$ cat config.mk
export PLATFORM = sky130hd
export DESIGN_NAME = ls_ahb_interface
export DESIGN_NICKNAME = d
export VERILOG_FILES = /design/src/rtl/ls_ahb_interface.sv
export SDC_FILE = /design/constraint.sdc
export NUM_CORES = 1
export LEC_CHECK = 0
export BUFFER_PORTS_ARGS = -buffer_cell sky130_fd_sc_hd__buf_2
export CORE_UTILIZATION = 40
export DETAILED_ROUTE_END_ITERATION = 6
export GPL_TIMING_DRIVEN = 0
export PLACE_DENSITY = 0.77
export SLEW_MARGIN = 20
export SYNTH_ARGS = -nofsm -noshare
export SYNTH_HDL_FRONTEND = slang
export SYNTH_SLANG_ARGS = --single-unit
$ cat constraint.sdc
create_clock -name clk -period 1.94 [get_ports clk]
set_input_delay 0.388 -clock clk [delete_from_list [all_inputs] [get_ports clk]]
set_output_delay 0.388 -clock clk [all_outputs]
set_load 0.1 [all_outputs]
$ cat src/rtl/ls_ahb_interface.sv
// LSU to AHB-Lite data-side master bridge.
// Sub-word stores are sequenced as a read followed by a write of the merged word.
module ls_ahb_interface #(
    parameter int ADDR_WIDTH = 32,
    parameter int DATA_WIDTH = 32
) (
    input  logic                  clk,
    input  logic                  rst_n,
    input  logic                  mem_re_i,
    input  logic                  mem_we_i,
    input  logic [ADDR_WIDTH-1:0] mem_addr_i,
    input  logic [DATA_WIDTH-1:0] mem_wdata_i,
    output logic [DATA_WIDTH-1:0] mem_rdata_o,
    output logic                  hold_o,
    output logic                  bus_err_o,
    output logic [ADDR_WIDTH-1:0] haddr_o,
    output logic [1:0]            htrans_o,
    output logic                  hwrite_o,
    output logic [2:0]            hsize_o,
    output logic [2:0]            hburst_o,
    output logic [DATA_WIDTH-1:0] hwdata_o,
    input  logic [DATA_WIDTH-1:0] hrdata_i,
    input  logic                  hready_i,
    input  logic                  hresp_i
);

    localparam logic [2:0] S_IDLE    = 3'd0;
    localparam logic [2:0] S_RD_ADDR = 3'd1;
    localparam logic [2:0] S_RD_DATA = 3'd2;
    localparam logic [2:0] S_WR_ADDR = 3'd3;
    localparam logic [2:0] S_WR_DATA = 3'd4;
    localparam logic [2:0] S_DONE    = 3'd5;

    localparam logic [1:0] HTRANS_IDLE   = 2'b00;
    localparam logic [1:0] HTRANS_NONSEQ = 2'b10;

    logic [2:0]            state_q;
    logic [2:0]            state_d;
    logic [DATA_WIDTH-1:0] rdata_q;
    logic [DATA_WIDTH-1:0] hwdata_q;
    logic                  err_q;
    logic                  req;

    assign req = mem_re_i | mem_we_i;

    always_comb begin
        state_d = state_q;
        unique case (state_q)
            S_IDLE: begin
                if (mem_re_i)      state_d = S_RD_ADDR;
                else if (mem_we_i) state_d = S_WR_ADDR;
            end
            S_RD_ADDR: if (hready_i) state_d = S_RD_DATA;
            S_RD_DATA: begin
                if (hready_i) state_d = mem_we_i ? S_WR_ADDR : S_DONE;
            end
            S_WR_ADDR: if (hready_i) state_d = S_WR_DATA;
            S_WR_DATA: if (hready_i) state_d = S_DONE;
            S_DONE:    state_d = S_IDLE;
            default:   state_d = S_IDLE;
        endcase
    end

    always_ff @(posedge clk or negedge rst_n) begin
        if (!rst_n) begin
            state_q  <= S_IDLE;
            rdata_q  <= '0;
            hwdata_q <= '0;
            err_q    <= 1'b0;
        end else begin
            state_q <= state_d;
            if (state_q == S_RD_DATA && hready_i) begin
                rdata_q <= hrdata_i;
                err_q   <= hresp_i;
            end
            if (state_q == S_WR_ADDR && hready_i) hwdata_q <= mem_wdata_i;
            // keep a read-phase error of an RMW visible through its write
            if (state_q == S_WR_DATA && hready_i) err_q <= err_q | hresp_i;
            if (state_q == S_DONE) err_q <= 1'b0;
        end
    end

    always_comb begin
        htrans_o = HTRANS_IDLE;
        hwrite_o = 1'b0;
        hold_o   = 1'b1;
        unique case (state_q)
            S_IDLE:    hold_o = req;
            S_RD_ADDR: htrans_o = HTRANS_NONSEQ;
            S_WR_ADDR: begin
                htrans_o = HTRANS_NONSEQ;
                hwrite_o = 1'b1;
            end
            S_DONE:    hold_o = 1'b0;
            default:   hold_o = 1'b1;
        endcase
    end

    assign bus_err_o   = (state_q == S_DONE) & err_q;
    assign mem_rdata_o = rdata_q;
    assign hwdata_o    = hwdata_q;
    assign haddr_o     = {mem_addr_i[ADDR_WIDTH-1:2], 2'b00};
    assign hsize_o     = 3'b010;
    assign hburst_o    = 3'b000;

endmodule

# Word-level counts from Yosys, hierarchy flattened
# Index checks and enable logic that the tools add are counted.
# totals
ff_bits	68
input_bits	102
wordCells	38
# op_classes
eq_ne	10
muxes	14
bitwise_logic	3
reduce_logical	7
# ops
op	n
$mux W3	7
$pmux W3 S5	1
$ne A2 B2 Y1 const B	4
$eq A3 B2 Y1 const B	2
$eq A3 B3 Y1 const B	2
$reduce_and A5 Y1	1
$mux W1	4
$eq A3 B1 Y1 const B	1
$logic_and A1 B1 Y1	3
$logic_not A3 Y1	1
$ne A3 B3 Y1 const B	1
$reduce_bool A3 Y1	1
$mux W2	1
$or A1 B1 Y1	2
$pmux W1 S2	1
$reduce_or A2 Y1	1
$and A1 B1 Y1	1

# Depth between registers and ports, before layout
# logic_depth
depth_word	5
mapped_depth	6
ltp_nobuf	3

# Worst setup path before layout
# OpenSTA, ideal clock, no wires.
# synth_timing
kind	reg2out
startpoint	register state_q[1]
endpoint	output port bus_err_o
arrival_ns	2.013
setup_slack_ns	-0.461
path_stages_with_launch	4
n_path_buf	1
path_cell_list	dfrtp_1 > buf_4 > or2b_1 > nor2_1
# synth_via
elab_chain_cells	2
# synth_rtl
element	line	text
start: declaration	37	logic [2:0] state_q;
start signal: assignment	71	state_q <= state_d;
$eq A3 B3 Y1	99	assign bus_err_o = (state_q == S_DONE) & err_q;
$and A1 B1 Y1	99	
end: declaration	15	output logic bus_err_o,
# Every way passes these cells.

# Worst setup path in the final report
# layout_timing
startpoint	register state_q[2]
endpoint	output port hold_o
# layout_via
elab_chain_cells	2
word_cells_on_any_way	3
classes_between	eq/ne (1); mux (1); reduce/logical (1)
# layout_rtl
element	line	text
$eq A3 B3 Y1 / $logic_not A3 Y1 (equally long branches)	87	unique case (state_q)
$pmux W1 S2 (*)	87	
end: declaration	14	output logic hold_o,
# Mark *: on every way between the ends. The rest lies on a longest branch, timed or not.

==> run_results.csv <==
group,metric,value,unit
timing,rsz0062_at_grt,"no",
finish,fill_cells,670,
finish,layout_common_cells,"buf_2 (162), dfrtp_1 (66), buf_4 (49)",
timing,slew_violations,0,
critical_path,critPathLaunchType,"register",
floorplan,initial_utilization,0.4102,
place,hpwlAfterDp,4727,um
critical_path,cp_top_family,"flip-flops",
worst_hold_path,min_path_type,"in2reg",
floorplan,die_area,0.008242,mm2
clocking,clk_pin_slew,0.07,ns
critical_path,path_cells,"or3_4 -> o21ai_2 -> nand2_2 -> buf_12",
grt,first_global_vias,2211,
clocking,cts_root_buf,"clkbuf_8",
grt,grt_use_total,0.1549,
clocking,insertion_delay,0.33,ns
yosys,synth_edf_count,0,
place,io_buffers,167,
finish,mostFrequentLayoutCell,"buf_2",
detailed_routing,post_drt_via_cell_ratio,4.427,
critical_path,r2r_slack,0.23,ns
yosys,syn_inst,213,
detailed_routing,dr.first_iter.drc_count,29,
finish,diodes,0,
job,maxCapViolations,0,
detailed_routing,routed.top_layer,"met4",
critical_path,cp_slowest_cell,"dfrtp_2",
critical_path,critPathLaunch,"state_q[2]$_DFFE_PN0P_",
yosys,yosysWarnings,0,
critical_path,worst_path_largest_cell_delay,0.44,ns
clocking,htree_levels,3,
critical_path,rr_startpoint,"state_q[0]$_DFFE_PN0P_",
clocking,cts_tree,"built",
critical_path,r2r_cells,6,
yosys,postSynth.asyncResetShare,1.000,
detailed_routing,wl_met1,2489,um
grt,antenna_found_initial,0,
timing,fin_tns_setup,0,ns
floorplan,die_w,90.79,um
yosys,ys_types,28,
floorplan,fp.dieH,90.79,um
yosys,syn-cell-area,0.003153,mm2
finish,nets,505,
timing,finalCriticalPeriod,1.871,ns
yosys,yosys_register_bits,68,
floorplan,ios,209,
yosys,ys.flop_type,"dfrtp_1",
critical_path,worstSetupPathType,"reg2out",
clocking,cts_buffer_depth,2,
critical_path,cp.required,1.55,ns
timing,setup_violations,0,
floorplan,fp-row-count,32,
detailed_routing,wl_met3,474,um
place,globalplace.congestion,0.7052,
grt,grt_max_degree,37,
finish,fin_util,0.5815,
detailed_routing,vias,2258,
timing,clock.fmax,0.5344,GHz
clocking,clock_sinks,68,
critical_path,crit_end,"hold_o",
finish,area_growth,41.79,%
grt,grt_pass1_wl,10080,um
timing,clock_skew,0.01087,ns
finish,layout-drive-gt1-share,0.7549,
detailed_routing,drcViolationCount,0,
grt,overflow,0,
critical_path,crit_fanout,5,
floorplan,fp.coreArea,0.007687,mm2
critical_path,cp_num_cells,4,
outcome,status,"finished clean",
critical_path,path_buf_inv,1,
detailed_routing,wl,6248,um
detailed_routing,drtPass1Iterations,4,
detailed_routing,wl_per_cell,12.25,um
timing,finalCritPeriodShare,0.9645,
timing,hold_violations,0,
detailed_routing,postRouteAntennaNets,0,
yosys,syn_area_per_cell,14.80,um2
clocking,cts_made_buffers,9,
worst_hold_path,hold_start,"mem_wdata_i[14]",
detailed_routing,wl_met2,3208,um
critical_path,end_kind,"output port",
yosys,yosysSeqAreaShare,0.5397,
critical_path,reg2reg_to,"mem_rdata_o[21]$_DFFE_PN0P_",
critical_path,crit_arrival,1.48,ns
[worst register-to-register path, cell delays in order, from the launching register on]
cell	delay [ns]
dfrtp_2	0.43
buf_12	0.14
buf_4	0.13
and4bb_1	0.26
buf_6	0.16
buf_12	0.15
mux2_4	0.31
[metrics by stage]
step / hold WS [ns] / std cells / area (um2) / setup slack [ns]
final: 0.2733 / 510 / 4471 / 0.06880
after floorplan: 0.09241 / 220 / 3188 / -0.01129
after CTS: 0.2533 / 507 / 4423 / 0.001873
after detailed placement: 0.3594 / 490 / 4174 / 0.007252
after global placement: 0.4726 / 489 / 4151 / 0.02632
after global routing: 0.2444 / 510 / 4471 / 0.004789
[kinds of logic after synthesis]
group,count (synthesis),share of synthesized area
buffers and inverters,53,0.1345
other,2,0.002382
AND/OR/NAND/NOR,16,0.03611
multiplexers,64,0.2655
AO/OA/AOI/OAI,10,0.02183
flip-flops,68,0.5397
[routing by layer]
layer	vias to the layer above	track usage
li1	1055	-
met1	1081	0.1781
met2	112	0.2670
met3	10	0.05640
met4	0	0.05026
met5	-	0
[repair_timing]
action	in CTS	in global routing
setup buffers	2	3
gates resized for setup	12	3
hold endpoints to repair	26	0
hold buffers	1	0
pin swaps	3	2
endpoints found under the setup margin	4	3
[cells in the mapped netlist (all sizes together) (2+ instances only)]
cell	instances	area (um2)
nand2	4	15.01
dfrtp	68	1702
inv	4	15.01
buf	48	405.4
conb	2	7.510
o32ai	2	17.52
o21ai	3	15.01
nor2	2	7.510
or2b	3	23.77
mux2	64	837.1
[registers in the layout, indices dropped and copies added (netlist names)]
signal,cells
state_q,3
err_q,1
hwdata_o,32
mem_rdata_o,32
[final cells by class]
class,instances,area [um2],share of cell area
Buffer,47,397.9,0.08900
Clock buffer,11,141.4,0.03163
Clock inverter,5,61.31,0.01371
Inverter,4,15.01,0.003359
Multi-Input combinational cell,99,1070,0.2393
Sequential cell,68,1704,0.3812
Tap cell,102,127.6,0.02855
Timing Repair Buffer,174,953.4,0.2133
[worst min-delay path by stage]
stage | end | cells after the start
after floorplan | err_q$_DFFE_PN0P_ | 0
after global placement | hwdata_o[14]$_DFFE_PN0P_ | 1
after detailed placement | hwdata_o[14]$_DFFE_PN0P_ | 1
after CTS | hwdata_o[14]$_DFFE_PN0P_ | 2
after global routing | mem_rdata_o[13]$_DFFE_PN0P_ | 2
final | hwdata_o[14]$_DFFE_PN0P_ | 2
Power is not shown: default switching activity piles up to over one toggle a cycle in this logic, so the estimate is an artifact.
